==> config.mk <==
export PLATFORM = sky130hd
export DESIGN_NAME = signdiv32_flat
export DESIGN_NICKNAME = d
export VERILOG_FILES = /design/src/rtl/signdiv32_if.sv /design/src/rtl/signdiv32.sv /design/src/flat_wrapper.sv
export SDC_FILE = /design/constraint.sdc
export NUM_CORES = 1
export LEC_CHECK = 0
export ABC_AREA = 0
export CORE_MARGIN = 2
export CORE_UTILIZATION = 43
export CTS_CLUSTER_DIAMETER = 50
export CTS_CLUSTER_SIZE = 10
export DETAILED_ROUTE_END_ITERATION = 10
export PLACE_DENSITY = 0.67
export SYNTH_ARGS = -nofsm -noshare
export SYNTH_HDL_FRONTEND = slang
export SYNTH_SLANG_ARGS = --single-unit
export TNS_END_PERCENT = 1
==> constraint.sdc <==
create_clock -name clk -period 6.26 [get_ports clk]
set_clock_uncertainty 0.05 [all_clocks]
set_input_delay 1.252 -clock clk [delete_from_list [all_inputs] [get_ports clk]]
set_output_delay 1.252 -clock clk [all_outputs]
set_load 0.01 [all_outputs]
==> src/rtl/signdiv32_if.sv <==
// Request/result bundle for the signdiv32 iterative signed divider.
// The requester drives start/a/b; the divider answers with busy/done/q/r/div_zero.
interface signdiv32_if #(
    parameter int WIDTH = 32
);
    logic             start;
    logic [WIDTH-1:0] a;
    logic [WIDTH-1:0] b;
    logic             busy;
    logic             done;
    logic [WIDTH-1:0] q;
    logic [WIDTH-1:0] r;
    logic             div_zero;

    modport master (
        output start, a, b,
        input  busy, done, q, r, div_zero
    );

    modport slave (
        input  start, a, b,
        output busy, done, q, r, div_zero
    );
endinterface

==> src/rtl/signdiv32.sv <==
// Iterative signed divider: restoring unsigned core on operand magnitudes, one
// quotient bit per cycle, then sign fix-up. Quotient truncates toward zero.
module signdiv32 #(
    parameter int WIDTH = 32
) (
    input  logic        clk,
    input  logic        rst,
    signdiv32_if.slave  bus
);
    localparam int CW = $clog2(WIDTH);

    typedef enum logic [1:0] {
        S_IDLE,
        S_CALC,
        S_FIX
    } state_t;

    state_t r_state;
    state_t w_next;

    logic [WIDTH-1:0] r_dvd;
    logic [WIDTH-1:0] r_dvs;
    logic [WIDTH:0]   r_rem;
    logic             r_sa;
    logic             r_sb;
    logic [CW-1:0]    r_cnt;

    logic             r_done;
    logic             r_dz;
    logic [WIDTH-1:0] r_q;
    logic [WIDTH-1:0] r_r;

    logic             w_accept;
    logic             w_zero;
    logic [WIDTH-1:0] w_abs_a;
    logic [WIDTH-1:0] w_abs_b;
    logic [WIDTH+1:0] w_shift;
    logic [WIDTH+1:0] w_diff;
    logic             w_qbit;

    assign w_accept = (r_state == S_IDLE) && bus.start && (bus.b != '0);
    assign w_zero   = (r_state == S_IDLE) && bus.start && (bus.b == '0);

    // Magnitudes as unsigned: -0x8000_0000 wraps back to 0x8000_0000, which is exact.
    assign w_abs_a = bus.a[WIDTH-1] ? -bus.a : bus.a;
    assign w_abs_b = bus.b[WIDTH-1] ? -bus.b : bus.b;

    assign w_shift = {r_rem, r_dvd[WIDTH-1]};
    assign w_diff  = w_shift - {2'b00, r_dvs};
    assign w_qbit  = ~w_diff[WIDTH+1];

    // NOTE: state and datapath registers use non-blocking assignments so every
    // flop samples pre-edge values regardless of process ordering.
    always_ff @(posedge clk or posedge rst) begin
        if (rst) r_state <= S_IDLE;
        else     r_state <= w_next;
    end

    // NOTE: w_next gets a default before the case so no path leaves it unassigned,
    // which would otherwise infer a latch.
    always_comb begin
        w_next = r_state;
        case (r_state)
            S_IDLE:  if (w_accept) w_next = S_CALC;
            S_CALC:  if (r_cnt == '0) w_next = S_FIX;
            S_FIX:   w_next = S_IDLE;
            default: w_next = S_IDLE;
        endcase
    end

    always_ff @(posedge clk or posedge rst) begin
        if (rst) begin
            r_dvd  <= '0;
            r_dvs  <= '0;
            r_rem  <= '0;
            r_sa   <= 1'b0;
            r_sb   <= 1'b0;
            r_cnt  <= '0;
            r_done <= 1'b0;
            r_dz   <= 1'b0;
            r_q    <= '0;
            r_r    <= '0;
        end else begin
            r_done <= 1'b0;
            case (r_state)
                S_IDLE: begin
                    if (w_accept) begin
                        r_dvd <= w_abs_a;
                        r_dvs <= w_abs_b;
                        r_sa  <= bus.a[WIDTH-1];
                        r_sb  <= bus.b[WIDTH-1];
                        r_rem <= '0;
                        r_cnt <= CW'(WIDTH - 1);
                    end else if (w_zero) begin
                        r_q    <= '1;
                        r_r    <= bus.a;
                        r_dz   <= 1'b1;
                        r_done <= 1'b1;
                    end
                end
                S_CALC: begin
                    // Dividend register doubles as the quotient shift register.
                    r_rem <= w_qbit ? w_diff[WIDTH:0] : w_shift[WIDTH:0];
                    r_dvd <= {r_dvd[WIDTH-2:0], w_qbit};
                    r_cnt <= r_cnt - CW'(1);
                end
                S_FIX: begin
                    r_q    <= (r_sa ^ r_sb) ? -r_dvd : r_dvd;
                    r_r    <= r_sa ? -r_rem[WIDTH-1:0] : r_rem[WIDTH-1:0];
                    r_dz   <= 1'b0;
                    r_done <= 1'b1;
                end
                default: ;
            endcase
        end
    end

    assign bus.busy     = (r_state != S_IDLE);
    assign bus.done     = r_done;
    assign bus.q        = r_q;
    assign bus.r        = r_r;
    assign bus.div_zero = r_dz;
endmodule

==> src/flat_wrapper.sv <==
// flat-port wrapper written by rule: the top's interface ports become plain ports
module signdiv32_flat 
#(
    parameter int WIDTH = 32
)
  (clk, rst, bus_start, bus_a, bus_b, bus_busy, bus_done, bus_q, bus_r, bus_div_zero);
  signdiv32_if #(.WIDTH(WIDTH)) bus_i ();
  input  logic clk;
  input  logic rst;
  input wire logic [$bits(bus_i.start)-1:0] bus_start;
  input wire logic [$bits(bus_i.a)-1:0] bus_a;
  input wire logic [$bits(bus_i.b)-1:0] bus_b;
  output wire logic [$bits(bus_i.busy)-1:0] bus_busy;
  output wire logic [$bits(bus_i.done)-1:0] bus_done;
  output wire logic [$bits(bus_i.q)-1:0] bus_q;
  output wire logic [$bits(bus_i.r)-1:0] bus_r;
  output wire logic [$bits(bus_i.div_zero)-1:0] bus_div_zero;
  assign bus_i.start = bus_start;
  assign bus_i.a = bus_a;
  assign bus_i.b = bus_b;
  assign bus_busy = bus_i.busy;
  assign bus_done = bus_i.done;
  assign bus_q = bus_i.q;
  assign bus_r = bus_i.r;
  assign bus_div_zero = bus_i.div_zero;
  signdiv32 #(.WIDTH(WIDTH)) u_core (.clk(clk), .rst(rst), .bus(bus_i));
endmodule
# ---- After elaboration in Yosys (flattened, before gate mapping)
# Index checks and enable logic that the tools add are counted.
dict set report word_totals {
  ff_bits 172
  inputBits 67
  output_inout_bits 67
  word_cells 65
}
dict set report op_classes {
  add_sub_neg 6
  eq_ne 6
  muxes 26
  n_bitwise 2
  reduce_logical 14
}
# op count
set op_table {}
lappend op_table {{$mux 32} 9}
lappend op_table {{$pmux 32 s2} 3}
lappend op_table {{$neg 32->32} 4}
lappend op_table {{$mux 33} 2}
lappend op_table {{$pmux 33 s2} 1}
lappend op_table {{$sub 34x32->34} 1}
lappend op_table {{$logic_not 32->1} 1}
lappend op_table {{$reduce_bool 32->1} 1}
lappend op_table {{$pmux 5 s2} 1}
lappend op_table {{$ne 2x1->1 const B} 3}
lappend op_table {{$reduce_and 2->1} 3}
lappend op_table {{$reduce_bool 2->1} 3}
lappend op_table {{$logic_not 5->1} 1}
lappend op_table {{$mux 5} 1}
lappend op_table {{$sub 5x1->5 const B} 1}
lappend op_table {{$mux 1} 4}
lappend op_table {{$mux 2} 2}
lappend op_table {{$pmux 1 s2} 2}
lappend op_table {{$pmux 2 s2} 1}
lappend op_table {{$logic_and 1x1->1} 3}
lappend op_table {{$reduce_and 3->1} 1}
lappend op_table {{$eq 2x1->1 const B} 1}
lappend op_table {{$eq 2x2->1 const B} 1}
lappend op_table {{$logic_not 2->1} 1}
lappend op_table {{other kinds (3)} 3}

# ---- Depth between registers and ports, before layout
# Gate-level depths: netlist of run 1.
dict set report depth {
  depth_word 6
  ltp_mapped 14
  ltp_nobuf 13
}

# ---- Least setup slack after synthesis of run 1
# OpenSTA, ideal clock, no wires.
dict set report synth_path {
  path_type {input port to flip-flop}
  startpoint {input port bus_b[8]}
  endpoint {register u_core.r_r[12] (netlist: u_core.bus.r[12])}
  setup_ns 0.127
  t_arrival_ns 3.799
  required_ns 6.083
  slack_ns 2.283
  cell_stages 10
  path_buffers 1
  cell_sequence {or4_1 > or3_1 > nor4_1 > nand3_1 > nor3_1 > a21oi_1 > or2_1 > clkbuf_1 > a222oi_1 > inv_1}
}
dict set report synth_via {
  elab_chain_len 4
  word_cells_on_any_way 7
  classes_between {eq/ne: 2; reduce/logical: 5}
}
# element line_no
set synth_lines {}
lappend synth_lines {{start, declared} flat_wrapper.sv:12} ;# input wire logic [$bits(bus_i.b)-1:0] bus_b;
lappend synth_lines {{$reduce_bool 32->1 or $logic_not 32->1 (tied branches)} {signdiv32.sv:41, signdiv32.sv:42}}
lappend synth_lines {{$logic_and 1x1->1, on equally long branches} {signdiv32.sv:41, signdiv32.sv:42}}
lappend synth_lines {{$ne 2x2->1 (no line) or $ne 2x1->1 (tied branches)} --}
lappend synth_lines {{$reduce_and 3->1 (no line) (*)} --}
lappend synth_lines {{end signal, assigned} signdiv32.sv:96} ;# r_r <= bus.a;
lappend synth_lines {{end signal, assigned} signdiv32.sv:109} ;# r_r <= r_sa ? -r_rem[WIDTH-1:0] : r_rem[WIDTH-1:0];
lappend synth_lines {{end, declared} signdiv32.sv:31} ;# logic [WIDTH-1:0] r_r;
# Every way passes the cells marked *; elsewhere a longest branch is shown, timed or not.
# A chain may end at the register's enable or synchronous reset.

# ---- Final worst setup path of run 1
dict set report layout_path {
  startpoint {input port bus_b[8]}
  endpoint {register u_core.r_r[0] (netlist: u_core.bus.r[0])}
}
# Same word-level chain as after synthesis.

==> results of run 1 <==
-- report_power, final --
| part | switching [mW] | total, mW | internal, mW |
|---|---|---|---|
| logic | 2.44 | 4.36 | 1.92 |
| clock network | 0.493 | 1.06 | 0.563 |
| registers | 0.504 | 2.04 | 1.54 |
| total | 3.43 | 7.45 | 4.02 |
-- final cells by class --
| type | count | share of cell area |
|---|---|---|
| clock buffers | 17 | 0.0317 |
| clock inverters | 14 | 0.0111 |
| inverters | 75 | 0.0214 |
| multi-input cells | 1001 | 0.475 |
| flip-flops and latches | 172 | 0.321 |
| well taps | 335 | 0.0313 |
| repair buffers | 150 | 0.109 |
-- worst max-delay path, cell delays in order --
cell,delay (ns)
clkdlybuf4s50_1,0.45
or4_1,0.57
or3_1,0.37
nor4_1,0.36
nand3_1,0.23
nor3_1,0.21
buf_4,0.18
a21oi_1,0.07
or2_1,0.49
inv_2,0.76
a31oi_1,0.18
-- metrics by stage --
stage / cells / worst slack (ns)
global placement: 1733 / 1.02
finish: 1764 / 1.32
global route: 1764 / 0.983
floorplan: 1325 / 0.298
detailed placement: 1733 / 0.885
CTS: 1764 / 1.31
-- sequential cells by signal, summed over array words and instances, names as in the netlist --
name / flops
u_core.r_dvd: 32
u_core.bus.div_zero: 1
u_core.r_rem: 33
u_core.bus.q: 32
u_core.bus.done: 1
u_core.r_state: 2
u_core.r_dvs: 32
u_core.r_cnt: 5
u_core.r_sa: 1
u_core.r_sb: 1
u_core.bus.r: 32
-- cells in the mapped netlist (4+ instances only) --
master,number,area share
dfrtp_1,172,0.38
nor2_1,126,0.042
nand2_1,117,0.039
o21ai_0,99,0.044
nand3_1,93,0.042
a21oi_1,81,0.036
xnor2_1,80,0.063
inv_1,74,0.025
xor2_1,67,0.052
clkbuf_1,59,0.020
ha_1,38,0.042
o31ai_1,32,0.021
a221o_1,20,0.018
nor3_1,18,0.0080
o41ai_1,16,0.013
a222oi_1,15,0.013
o22ai_1,14,0.0078
or3_1,13,0.0073
or4_1,13,0.0087
nand2b_1,11,0.0061
nor2b_1,11,0.0061
a22oi_1,10,0.0067
nor4_1,10,0.0056
buf_1,9,0.0030
nand4_1,9,0.0050
a21o_1,8,0.0054
a31oi_1,8,0.0045
buf_2,8,0.0036
o211ai_1,8,0.0054
mux2i_1,7,0.0063
nand3b_1,7,0.0047
or2_2,7,0.0039
a32oi_1,6,0.0047
o31a_1,6,0.0047
o21a_1,5,0.0033
and2_1,4,0.0022
-- path summary, 6_finish.rpt --
path                             startpoint               end  slack [ns]
max                                bus_b[8]   u_core.bus.r[0]        1.32
min                         u_core.r_cnt[4]   u_core.r_cnt[4]        0.43
max reg2reg                u_core.r_rem[13]   u_core.r_rem[2]        2.48
min reg2reg                 u_core.r_cnt[4]   u_core.r_cnt[4]        0.43
max in group asynchronous               rst  u_core.bus.r[23]        3.74
min in group asynchronous               rst   u_core.bus.q[3]        1.32
-- kinds of logic (layout without fill, tap and decap cells) --
kind of cell               Yosys count  after routing
DFF                                172            172
muxes                                7              7
AOI/OAI and AO/OA                  352            352
adders and majority gates           39             39
and+or+nand+nor                    456            456
xor gates and xnor gates           147            147
buffers and inverters              152            256
-- metal layers --
metal | vias to the layer above | GRT usage | routed length (um)
met5 | - | 0 | 0
met4 | 0 | 0.0596 | 511
met3 | 36 | 0.0250 | 1590
met2 | 275 | 0.362 | 13700
met1 | 4750 | 0.308 | 13700
li1 | 4928 | - | -
==> flow_summary.toml, run 1 <==
[critical_path]
worst_r2r_path_depth = 11
path_max_fanout = 49
cp_data_arrival_time_ns = 5.15
endpoint_kind = "flop"
critPathRequiredTime_ns = 6.48
path_class = "input pin to flop"
startpoint_type = "input pin"

[job]
drv_cap = 0

[sta]
fmax_ghz = 0.203
rsz0062_at_grt = "false"
finalSetupViolCount = 0
max_slew_margin = 0.252
min_period_ns = 4.94
tns_ns = 0
post-route-period-util = 0.789
finalMaxSlewViolations = 0
holdWs_ns = 0.430
hold_violations = 0
tightestPinTransition_ns = 1.12

[layout]
drive_gt1_frac = 0.0511
final_nets = 1523
area_growth_pct = 19.6
postLayoutCoreUtil = 0.519
seq_area_mm2 = 0.00430
multi_input_area_mm2 = 0.00636
n_antenna_cell = 0
nFillCells = 2493
fin_area_mm2 = 0.0134
mostFrequentLayoutCell = "dfrtp_1"
mostFrequentLayoutCells = "dfrtp_1, clkdlybuf4s50_1, nor2_1"

[grt]
grt_antenna_before_repair = 0
grt_pass1_wl_um = 48000
grt.overflow.total = 0
track_usage = 0.220
grt_pass1_vias = 9165
grt_max_degree = 95

[yosys]
syn_area_mm2 = 0.0112
synth_top_family_by_area = "compound AO/OA/AOI/OAI gates"
synthCells = 1325
yosys_warnings = 0
syn_nets = 1431
synth-xor-area-share = 0.115
synth_compound_area_frac = 0.205
synth_edf_count = 0
synthMuxAreaShare = 0.00625
avgSynthCellArea_um2 = 8.46
yosys.cell_types.count = 61
synth-adder-area-share = 0.0442
async_flop_share = 1.00
synthFlopType = "dfrtp_1"
ys_ff_latch = 172
ys_seq_area_frac = 0.384
synthSimpleGateAreaFrac = 0.194

[placement]
port_buffers = 133
globalplace.congestion = 0.912
post_dp_cell_area_mm2 = 0.0128
dpl.hpwl_um = 22000

[cts]
cts_buffer_depth = 2
cts.root.buffer_cell = "clkbuf_16"
cts_htree_levels = 4
cts_tree = "done"
cts_resized = 0
insertion_delay_ns = 0.43
cts_setup_buffers = 0
path_clk_slew_ns = 0.07
numClockSinks = 172
cts_hold_buf = 0
cts_buffers = 17

[die]
ios = 134
die-area_mm2 = 0.0274
die_width_um = 165
initial_core_util = 0.434
num_rows = 59
core_area_mm2 = 0.0258
die_h_um = 165

[route]
vias = 9989
wl_per_cell_um = 16.7
remaining_drc_errors = 0
final_antenna_net_count = 0
drtPass1Iterations = 7
drt_iter0_drc = 807
routed_wl_um = 29500
vias_per_cell = 5.66

[power_and_ir_drop]
p_leak_nw = 5.45
finalPower_mw = 7.45
p_per_area_mw_per_mm2 = 556
vdd_drop_max_v = 0.000232

[worst_hold_path]
hold_class = "flop to flop"
hold_depth = 1

[outcome]
status = "complete, no violations"
No activity file was read; power rests on OpenSTA's default activity.
==> inputs of run 2 (changes only) <==
PLACE_DENSITY = default   (was 0.67)
clock period = 4.6 ns   (was 6.26 ns; I/O delays follow)
==> run 2 against run 1 <==
Non-clock buffer count up 7. Cell area up 1.3%. Clock power up 50%. Largest power group unchanged.
==> flow_summary.toml, run 2 (synthesis gave the netlist of run 1 again) <==
[layout]
largest_reg_flops = 33
area_growth_pct = 21.1
mostFrequentLayoutCells = "dfrtp_1, clkdlybuf4s50_1, nor2_1"
postLayoutCoreUtil = 0.526
mostFrequentLayoutCell = "dfrtp_1"
largest_register = "u_core.r_rem"
drive_gt1_frac = 0.0564
fin_cells = 1772
final_nets = 1530
n_antenna_cell = 0

[cts]
cts_htree_levels = 4
cts_buffer_depth = 2
cts.root.buffer_cell = "clkbuf_16"
insertion_delay_ns = 0.43
cts_resized = 0
cts_setup_buffers = 0
cts_buffers = 17
cts_hold_buf = 0
cts_tree = "done"
numClockSinks = 172
path_clk_slew_ns = 0.07

[placement]
dp_cells = 1740
globalplace.congestion = 0.847
port_buffers = 133
dpl.hpwl_um = 22000

[critical_path]
r2r_start = "u_core.r_dvd[31]"
cp_data_arrival_time_ns = 4.40
worst_r2r_path_depth = 11
r2r_end = "u_core.r_rem[26]"
critPathRequiredTime_ns = 4.86
endpoint_kind = "flop"
path_max_fanout = 11
startpoint_type = "input pin"
r2r_slack_ns = 0.86
path_class = "input pin to flop"

[die]
initial_core_util = 0.434
num_rows = 59
die_h_um = 165
ios = 134
die-area_mm2 = 0.0274
die_width_um = 165
core_area_mm2 = 0.0258

[power_and_ir_drop]
p_leak_nw = 5.54
vdd_drop_max_v = 0.000287
p_per_area_mw_per_mm2 = 757
finalPower_mw = 10.3

[worst_hold_path]
hold_class = "flop to flop"
min_from = "u_core.r_dvs[5]"
hold_depth = 2
hold_path_end = "u_core.r_dvs[5]"

[route]
vias_per_cell = 5.56
vias = 9858
wl_per_cell_um = 16.6
drt_iter0_drc = 695
final_antenna_net_count = 0
routed_wl_um = 29500
remaining_drc_errors = 0
drtPass1Iterations = 5

[sta]
tightestPinTransition_ns = 1.15
min_period_ns = 4.15
tns_ns = 0
hold_violations = 0
max_slew_margin = 0.228
rsz0062_at_grt = "false"
post-route-period-util = 0.902
finalSetupViolCount = 0
fmax_ghz = 0.241
finalMaxSlewViolations = 0

[grt]
grt_pass1_wl_um = 48300
grt_antenna_before_repair = 0
grt.overflow.total = 0
track_usage = 0.223
grt_pass1_vias = 9239
grt_max_degree = 111

[job]
drv_cap = 0

[outcome]
status = "complete, no violations"
run 2: cell count changes in the layout (fill, tap and decap cells not counted), sizes merged:
cell and change:
clkinvlp -3, clkinv +5, buf +7, inv -5
bufinv +3, clkbuf +1
run 2: worst max path at each step:
stage               slack (ns)      from  depth (start not counted)                to
finish                    0.45  bus_b[8]                         12  u_core.bus.r[13]
global route              0.22  bus_b[6]                         12  u_core.bus.r[17]
CTS                       0.47  bus_b[8]                         12  u_core.bus.r[14]
detailed placement        0.03  bus_b[8]                         12  u_core.bus.r[14]
global placement          0.17  bus_b[8]                         12  u_core.bus.r[15]
floorplan                 0.96  bus_b[8]                         10  u_core.bus.r[12]
run 2: per-stage QoR:
| step | hold WS, ns | setup WS (ns) | area, um^2 |
|---|---|---|---|
| final | 0.432 | 0.453 | 13600 |
| after global routing | 0.456 | 0.224 | 13600 |
| after CTS | 0.440 | 0.475 | 13600 |
| after detailed placement | 0.424 | 0.0289 | 12900 |
| after global placement | 0.414 | 0.172 | 12900 |
| after floorplan | 0.400 | 0.955 | 11200 |
run 2: power by group:
group	internal [mW]	switching, mW
logic	2.65	3.28
registers	2.09	0.673
clock network	0.938	0.651
total	5.68	4.60
run 2: layer usage:
| metal | routed length [um] | part of all wire | vias to the layer above | track usage |
|---|---|---|---|---|
| li1 | - | - | 4940 | - |
| met2 | 13900 | 0.47 | 236 | 0.372 |
| met3 | 1240 | 0.042 | 31 | 0.0307 |
| met1 | 13800 | 0.47 | 4651 | 0.303 |
| met4 | 519 | 0.018 | 0 | 0.0643 |
| met5 | 0 | 0 | - | 0 |
run 2: worst max-delay path, cell delays in order:
cell and delay [ns]:
clkdlybuf4s50_1 0.45, or4_1 0.58, or3_1 0.38, nor4_1 0.47, nand3_1 0.16, nor3_1 0.18, buf_4 0.18, a21oi_1 0.07
or2_1 0.36, buf_4 0.24, a222oi_1 0.35, inv_1 0.07
run 2: area by class of cell:
class | instances | area [um^2]
clock inverters | 14 | 206
flip-flops and latches | 172 | 4300
multi-input cells | 1001 | 6360
clock buffers | 18 | 439
repair buffers | 157 | 1560
fillers | 2438 | 12300
inverters | 75 | 285
well taps | 335 | 419
==> inputs of run 3 (changes only) <==
clock period = 5.25 ns   (was 4.6 ns; I/O delays follow)
==> run 3 against run 2 <==
Routed wire length rose by 0.64%. Via count fell by 1.2%. Cell area fell by 0.19%. Non-clock buffer count fell by 3. Clock power fell by 12%. Clock-buffer cell count rose by 1. Hold slack got worse by 0.0031 ns. Die area did not move. Highest routed layer unchanged. Final cell count fell by 0.17%. Sequential power fell by 13%. Register-to-register slack improved by 0.76 ns.
==> flow_summary.toml, run 3 (synthesis gave the netlist of run 1 again) <==
[sta]
min_period_ns = 4.41
finalSetupViolCount = 0
rsz0062_at_grt = "false"
hold_violations = 0
post-route-period-util = 0.841
tightestPinTransition_ns = 1.19
max_slew_margin = 0.203
fmax_ghz = 0.227
finalMaxSlewViolations = 0
tns_ns = 0

[critical_path]
cp_data_arrival_time_ns = 4.72
r2r_end = "u_core.r_rem[2]"
critical_path.most_common_cell = "a21oi_1"
critPathTopFamily = "simple AND/OR/NAND/NOR gates"
path_cells = "clkdlybuf4s50_1, or4_1, or3_1, nor4_1, nand3_1, nor3_1, buf_4, a21oi_1, or2_1, inv_2, buf_12, nor2_1, a21oi_1"
critPathRequiredTime_ns = 5.56
startpoint_type = "input pin"
r2r_slack_ns = 1.62
cpPeakStageDelay_ns = 0.58
r2r_start = "u_core.r_dvd[31]"
path_class = "input pin to flop"
worst_r2r_path_depth = 12
slowest_stage = "or4_1"
critPathBufInv = 4
endpoint_kind = "flop"
path_max_fanout = 49

[worst_hold_path]
min_from = "u_core.bus.r[1]"
hold_path_end = "u_core.bus.r[1]"
hold_depth = 2
hold_class = "flop to flop"

[cts]
cts_setup_buffers = 0
path_clk_slew_ns = 0.07
cts_resized = 0
cts_buffer_depth = 2
numClockSinks = 172
cts.root.buffer_cell = "clkbuf_16"
cts_buffers = 17
cts_htree_levels = 4
cts_tree = "done"
insertion_delay_ns = 0.43
cts_hold_buf = 0

[route]
m1WireLength_um = 14000
vias_per_cell = 5.50
final_antenna_net_count = 0
remaining_drc_errors = 0
wl_per_cell_um = 16.8
dr_wl_met2_um = 14100
routed_wl_um = 29700
drtPass1Iterations = 8
dr_wl_met3_um = 1220
vias = 9738
highest_layer = "met4"
drt_iter0_drc = 638

[placement]
port_buffers = 133
globalplace.congestion = 0.885
dpl.hpwl_um = 22200

[grt]
track_usage = 0.223
grt_max_degree = 142
grt_pass1_vias = 9155
grt_antenna_before_repair = 0
grt_pass1_wl_um = 48300
grt.overflow.total = 0

[job]
drv_cap = 0

[die]
ios = 134
num_rows = 59
die_h_um = 165
core_area_mm2 = 0.0258
initial_core_util = 0.434
die_width_um = 165
die-area_mm2 = 0.0274

[layout]
n_antenna_cell = 0
nFillCells = 2493
final_nets = 1527
mostFrequentLayoutCells = "dfrtp_1, clkdlybuf4s50_1, nor2_1"
largest_reg_flops = 33
area_growth_pct = 20.9
largest_register = "u_core.r_rem"
mostFrequentLayoutCell = "dfrtp_1"
drive_gt1_frac = 0.0537

[power_and_ir_drop]
finalPower_mw = 9.02
vdd_drop_max_v = 0.000267
p_leak_nw = 5.52
p_per_area_mw_per_mm2 = 665

[outcome]
status = "complete, no violations"
==> run 3: changes by cell type in the layout (fill, tap and decap cells not counted), sizes merged <==
cell	change
clkinvlp	+2
clkbuf	+1
inv	+2
buf	-3
clkinv	-5
==> run 3: worst max path at each step <==
stage | from | endpoint | slack (ns) | depth (start not counted)
2_1_floorplan | bus_b[8] | u_core.bus.r[12] | 1.48 | 10
3_3_place_gp | bus_b[8] | u_core.bus.q[1] | 0.47 | 13
3_5_place_dp | bus_b[8] | u_core.bus.q[21] | 0.39 | 13
4_1_cts | bus_b[8] | u_core.bus.q[2] | 0.84 | 13
5_1_grt | bus_b[6] | u_core.bus.q[0] | 0.51 | 13
6_report | bus_b[8] | u_core.bus.q[18] | 0.84 | 13
==> run 3: per-layer routing <==
layer / GRT usage / up-vias
met2: 0.376 / 247
met4: 0.0513 / 0
met3: 0.0277 / 28
met1: 0.306 / 4546
met5: 0 / -
li1: - / 4917
==> run 3: final cells by class <==
| class | instances | area (um^2) | area share |
|---|---|---|---|
| timing repair buffer | 154 | 1540 | 0.114 |
| sequential | 172 | 4300 | 0.318 |
| clock buffer | 19 | 443 | 0.0327 |
| inverter | 75 | 285 | 0.0211 |
| multi-input combinational | 1001 | 6360 | 0.469 |
| clock inverter | 13 | 199 | 0.0147 |
| tap | 335 | 419 | 0.0309 |
==> run 3: report_power, final <==
group / switching [mW] / internal [mW]
Combinational: 2.89 / 2.32
Clock: 0.574 / 0.823
Sequential: 0.576 / 1.83
==> run 3: worst min-delay path, stage by stage, from the launching register on <==
cell     delay (ns)
dfrtp_1        0.34
nand2_1        0.04
o21ai_0        0.06
==> run 3: metrics by stage <==
| step | cells | hold WS (ns) | worst slack [ns] | cell area (um^2) | util |
|---|---|---|---|---|---|
| finish | 1769 | 0.429 | 0.837 | 13600 | 0.525 |
| floorplan | 1325 | 0.400 | 1.48 | 11200 | - |
| detailed placement | 1737 | 0.422 | 0.392 | 12900 | 0.500 |
| global route | 1769 | 0.466 | 0.515 | 13600 | 0.525 |
| CTS | 1769 | 0.433 | 0.839 | 13600 | 0.525 |
| global placement | 1737 | 0.412 | 0.471 | 12900 | 0.500 |
